[src/rtl/mux_scan_pkg.sv]
// rtl/mux_scan_pkg.sv - shared state and mode encodings for the N:1 scan selector
package mux_scan_pkg;

  typedef enum logic [1:0] {
    IDLE = 2'd0,
    MAN  = 2'd1,
    SCAN = 2'd2
  } state_t;

  localparam logic MODE_MAN  = 1'b0;
  localparam logic MODE_SCAN = 1'b1;

endpackage

[src/rtl/scan_ctr.sv]
// rtl/scan_ctr.sv - dwell and channel counters for auto-scan round-robin
module scan_ctr #(
  parameter int CHANNELS = 4,
  parameter int DWELL    = 4,
  localparam int SW      = $clog2(CHANNELS),
  localparam int DW      = (DWELL > 1) ? $clog2(DWELL) : 1
) (
  input  logic          clk,
  input  logic          rst_n,
  input  logic          clr,
  input  logic          adv_en,
  output logic [SW-1:0] ch,
  output logic          wrap_nxt
);

  // ch/dcnt name the sample that the next scanning edge will emit;
  // wrap_nxt marks that this sample is the first one after a wrap.
  logic [DW-1:0] dcnt;
  logic          dwell_end;
  logic          last_ch;

  assign dwell_end = (dcnt == DW'(DWELL - 1));
  assign last_ch   = (ch == SW'(CHANNELS - 1));

  always_ff @(posedge clk or negedge rst_n) begin
    if (!rst_n) begin
      dcnt     <= '0;
      ch       <= '0;
      wrap_nxt <= 1'b0;
    end else if (clr) begin
      dcnt     <= '0;
      ch       <= '0;
      wrap_nxt <= 1'b0;
    end else if (adv_en) begin
      if (dwell_end) begin
        dcnt     <= '0;
        ch       <= last_ch ? '0 : ch + 1'b1;
        wrap_nxt <= last_ch;
      end else begin
        dcnt     <= dcnt + 1'b1;
        wrap_nxt <= 1'b0;
      end
    end
  end

endmodule

[src/rtl/mux_scan_n.sv]
// rtl/mux_scan_n.sv - registered N:1 channel selector with manual and auto-scan modes
module mux_scan_n
  import mux_scan_pkg::*;
#(
  parameter int WIDTH    = 1,
  parameter int CHANNELS = 4,
  parameter int DWELL    = 4,
  localparam int SW      = $clog2(CHANNELS)
) (
  input  logic                      clk,
  input  logic                      rst_n,
  input  logic [CHANNELS*WIDTH-1:0] din,
  input  logic [SW-1:0]             sel,
  input  logic                      mode,
  input  logic                      en,
  output logic [WIDTH-1:0]          dout,
  output logic [SW-1:0]             dout_ch,
  output logic                      dout_vld,
  output logic                      wrap
);

  state_t          state;
  state_t          state_nxt;
  logic [SW-1:0]   scan_ch;
  logic            scan_wrap;
  logic            sel_ok;
  logic            load;
  logic            wrap_d;
  logic [SW-1:0]   ch_pick;
  logic [WIDTH-1:0] data_pick;

  assign sel_ok = (int'(sel) < CHANNELS);

  // Counters stay cleared outside SCAN so every entry restarts at channel 0.
  scan_ctr #(
    .CHANNELS (CHANNELS),
    .DWELL    (DWELL)
  ) u_scan_ctr (
    .clk      (clk),
    .rst_n    (rst_n),
    .clr      (state_nxt != SCAN),
    .adv_en   (state_nxt == SCAN),
    .ch       (scan_ch),
    .wrap_nxt (scan_wrap)
  );

  always_ff @(posedge clk or negedge rst_n) begin
    if (!rst_n) state <= IDLE;
    else        state <= state_nxt;
  end

  always_comb begin
    state_nxt = state;
    load      = 1'b0;
    wrap_d    = 1'b0;
    ch_pick   = dout_ch;
    if (!en)                    state_nxt = IDLE;
    else if (mode == MODE_SCAN) state_nxt = SCAN;
    else                        state_nxt = MAN;
    case (state_nxt)
      MAN: begin
        if (sel_ok) begin
          load    = 1'b1;
          ch_pick = sel;
        end
      end
      SCAN: begin
        load    = 1'b1;
        ch_pick = scan_ch;
        wrap_d  = scan_wrap;
      end
      default: ;
    endcase
  end

  // ch_pick is always in range: out-of-range sel falls back to dout_ch.
  assign data_pick = din[int'(ch_pick)*WIDTH +: WIDTH];

  always_ff @(posedge clk or negedge rst_n) begin
    if (!rst_n) begin
      dout     <= '0;
      dout_ch  <= '0;
      dout_vld <= 1'b0;
      wrap     <= 1'b0;
    end else begin
      dout_vld <= load;
      wrap     <= wrap_d;
      if (load) begin
        dout    <= data_pick;
        dout_ch <= ch_pick;
      end
    end
  end

endmodule
[config.mk]
export PLATFORM = sky130hd
export DESIGN_NAME = mux_scan_n
export DESIGN_NICKNAME = d
export VERILOG_FILES = /design/src/rtl/mux_scan_pkg.sv /design/src/rtl/scan_ctr.sv /design/src/rtl/mux_scan_n.sv
export SDC_FILE = /design/constraint.sdc
export NUM_CORES = 1
export LEC_CHECK = 0
export CAP_MARGIN = 20
export CORE_AREA = 5 5 42 44
export CTS_BUF_LIST = sky130_fd_sc_hd__clkbuf_4
export DETAILED_ROUTE_END_ITERATION = 8
export DIE_AREA = 0 0 47 49
export GPL_ROUTABILITY_DRIVEN = 0
export PLACE_DENSITY = 0.61
export SYNTH_ARGS = -nofsm -noshare
export SYNTH_HDL_FRONTEND = slang
export SYNTH_SLANG_ARGS = --single-unit
export TNS_END_PERCENT = 1
[constraint.sdc]
create_clock -name clk -period 2.1 [get_ports clk]
set_input_delay 0.21 -clock clk [delete_from_list [all_inputs] [get_ports clk]]
set_output_delay 0.21 -clock clk [all_outputs]
set_load 0.1 [all_outputs]
==> results.py <==
metrics = {
    "status": {
        "outcome": "complete, no violations",
    },
    "floorplanning": {
        "ios": 15,
        "die_y_microns": 49,
        "num_rows": 14,
        "fp.dieW_microns": 47,
        "die_area_sq_um": 2300,
        "core_area_sq_um": 1400,
        "initial_core_util_pct": 30.0,
    },
    "synthesis": {
        "synth-seq-cells": 10,
        "syn_area_per_cell_sq_um": 12.4,
        "synthXorXnorAreaFrac_pct": 0,
        "synth_top_area_share_pct": 59.5,
        "yosysWarnings": 0,
        "syn-num-nets": 46,
        "synth_fa_ha_area_share_pct": 5.95,
        "ys_types": 12,
        "synthMuxAreaShare_pct": 16.1,
        "synthTopCellsByArea": "dfrtp_1 (60%), mux2i_1 (7.1%), ha_1 (6.0%), mux4_2 (5.4%), nor2_1 (4.5%)",
        "synthCells": 34,
        "netlist_area_sq_um": 420,
        "synth_top_area_cell": "dfrtp_1",
        "synthSimpleGateAreaFrac_pct": 12.2,
        "synth_top_family_by_area": "multiplexers",
        "synth_compound_area_share_pct": 3.57,
        "ys_seq_area_share_pct": 59.5,
    },
    "cts": {
        "numCtsBuffers": 3,
        "cts_tree": "done",
        "clk_pin_slew_ns": 0.07,
        "clockBufferDepth": 2,
        "cts_sinks": 10,
        "cts_hold_buf": 0,
        "cts_setup_buffers": 0,
        "post_cts_resized": 0,
        "worstSkewPairLatency_ns": 0.26,
        "htreeDepth": 1,
        "root_buffer": "clkbuf_4",
    },
    "global_routing": {
        "grt_overflow": 0,
        "grt_max_degree": 11,
        "track_usage_pct": 8.10,
        "antenna_found_initial": 0,
        "grt_pass1_wl_microns": 1260,
        "grt_pass1_vias": 297,
    },
    "sta": {
        "fin_setup_tns_ns": 0,
        "rsz0062_at_grt": "no",
        "fmax_ghz": 0.613,
        "worst_slew_pin_slew_ns": 0.439,
        "setup_viol": 0,
        "fin_crit_ns": 1.63,
        "drv_slew": 0,
        "report.final.hold_viol_count": 0,
        "fin_skew_ns": 0.00830,
        "slew_headroom_pct": 70.6,
        "timing.final.crit_share_pct": 77.6,
    },
    "job": {
        "drv_cap": 0,
    },
    "critical_path": {
        "cp.arrival_ns": 1.78,
        "startpoint": "mode",
        "start_kind": "input pin",
        "reg2reg_from": "u_scan_ctr.ch[0]",
        "crit_chain": "clkdlybuf4s50_1, mux2i_1, mux4_2, mux2_4",
        "crit_type": "in2reg",
        "critical_path.max_stage_delay_ns": 0.53,
        "reg2reg_depth": 3,
        "timing.rr.end": "dout",
        "crit_path_end_kind": "register",
        "path_buf_inv": 1,
        "slowest_stage": "mux4_2",
        "crit_fanout": 2,
        "rrSetupSlack_ns": 0.57,
        "critPathTopFamily": "multiplexers",
        "worstSetupPathDepth": 4,
        "worstPathRequired_ns": 2.25,
        "setup.worst_path.end": "dout",
    },
    "route": {
        "ant_nets": 0,
        "vias_per_cell": 4.31,
        "via_count": 293,
        "drc": 0,
        "firstDrtPassIters": 1,
        "routed_wl_microns": 783,
        "wl_per_cell_microns": 11.5,
        "drt_iter0_drc": 0,
    },
    "power": {
        "p_leak_nw": 0.291,
        "worst_ir_drop_vdd_v": 0.000339,
        "power_density_nw_per_um2": 758,
    },
    "hold_path": {
        "hp-class": "in2async",
    },
    "final_layout": {
        "area_growth_pct": 43.2,
        "drive_above_1_share_pct": 26.9,
        "mostFrequentLayoutCells": "dfrtp_1 (10), clkdlybuf4s50_1 (9), buf_4 (7), nor2_1 (5)",
        "final_cell_area_sq_um": 602,
        "diodes": 0,
        "nets": 65,
        "layout_commonest_cell": "dfrtp_1",
    },
    "placed_design": {
        "hpwl_microns": 630,
        "placed_area_sq_um": 576,
        "io_buffers": 14,
    },
}
## per-layer routing
metal / global-route usage, % / share of wire [%] / vias to the layer above
li1: - / - / 152
met4: 2.76 / 0 / 0
met5: 0 / 0 / -
met3: 7.75 / 9.1 / 0
met2: 10.9 / 49 / 8
met1: 8.80 / 42 / 133
## cell usage after synthesis, drive strengths merged
cell / n
nor3: 2
nand2: 2
nor2: 5
and3: 2
clkbuf: 2
mux2: 1
inv: 1
ha: 2
mux2i: 3
mux4: 1
dfrtp: 10
a21oi: 3
## cell families (layout without fill, tap and decap cells)
group	after synthesis	count (layout)
DFF	10	10
AOI/OAI and AO/OA	3	3
and+or+nand+nor	11	11
muxes	5	5
buffers and inverters	3	21
adders and majority gates	2	2
## how the worst min path moves through the flow
stage / slack (ns) / end / depth (start not counted)
3_3_place_gp: 0.43 / u_scan_ctr.dcnt[0] / 1
3_5_place_dp: 0.43 / u_scan_ctr.dcnt[0] / 1
4_1_cts: 0.28 / dout / 1
6_report: 0.26 / dout / 1
5_1_grt: 0.27 / u_scan_ctr.ch[1] / 1
2_1_floorplan: -0.09 / dout / 0
## state kept, by name, indices dropped and copies added (netlist names)
register,cells
dout_vld,1
wrap,1
dout_ch,2
u_scan_ctr.ch,2
dout,1
u_scan_ctr.wrap_nxt,1
u_scan_ctr.dcnt,2
## worst reg2reg max path, cell delays in order (launching register included)
cell and delay, ns:
dfrtp_1 0.41, mux2i_1 0.24, mux4_2 0.53, mux2_4 0.26
## final cells by class
type	count	area (sq um)
fill	141	800
multi-input combinational	21	159
timing repair buffer	16	143
sequential	10	250
inverter	1	3.75
tap	16	20.0
clock inverter	1	3.75
clock buffer	3	22.5
## report_power, final
| part | switching, mW | internal, mW | total, mW |
|---|---|---|---|
| combinational | 0.0798 | 0.0400 | 0.120 |
| clock | 0.0606 | 0.0683 | 0.129 |
| sequential | 0.00510 | 0.202 | 0.208 |
## per-stage QoR
step / setup slack, ns / cells / utilization (%) / power, mW / hold slack (ns)
4_1_cts: 0.468 / 68 / 42.9 / 0.465 / 0.276
3_3_place_gp: 0.215 / 64 / 41.1 / 0.333 / 0.429
5_1_grt: 0.418 / 68 / 42.9 / 0.487 / 0.272
6_report: 0.469 / 68 / 42.9 / 0.456 / 0.255
2_1_floorplan: 0.239 / 34 / - / 0.291 / -0.0856
3_5_place_dp: 0.189 / 64 / 41.1 / 0.333 / 0.433
No activity file was read; power rests on OpenSTA's default activity.
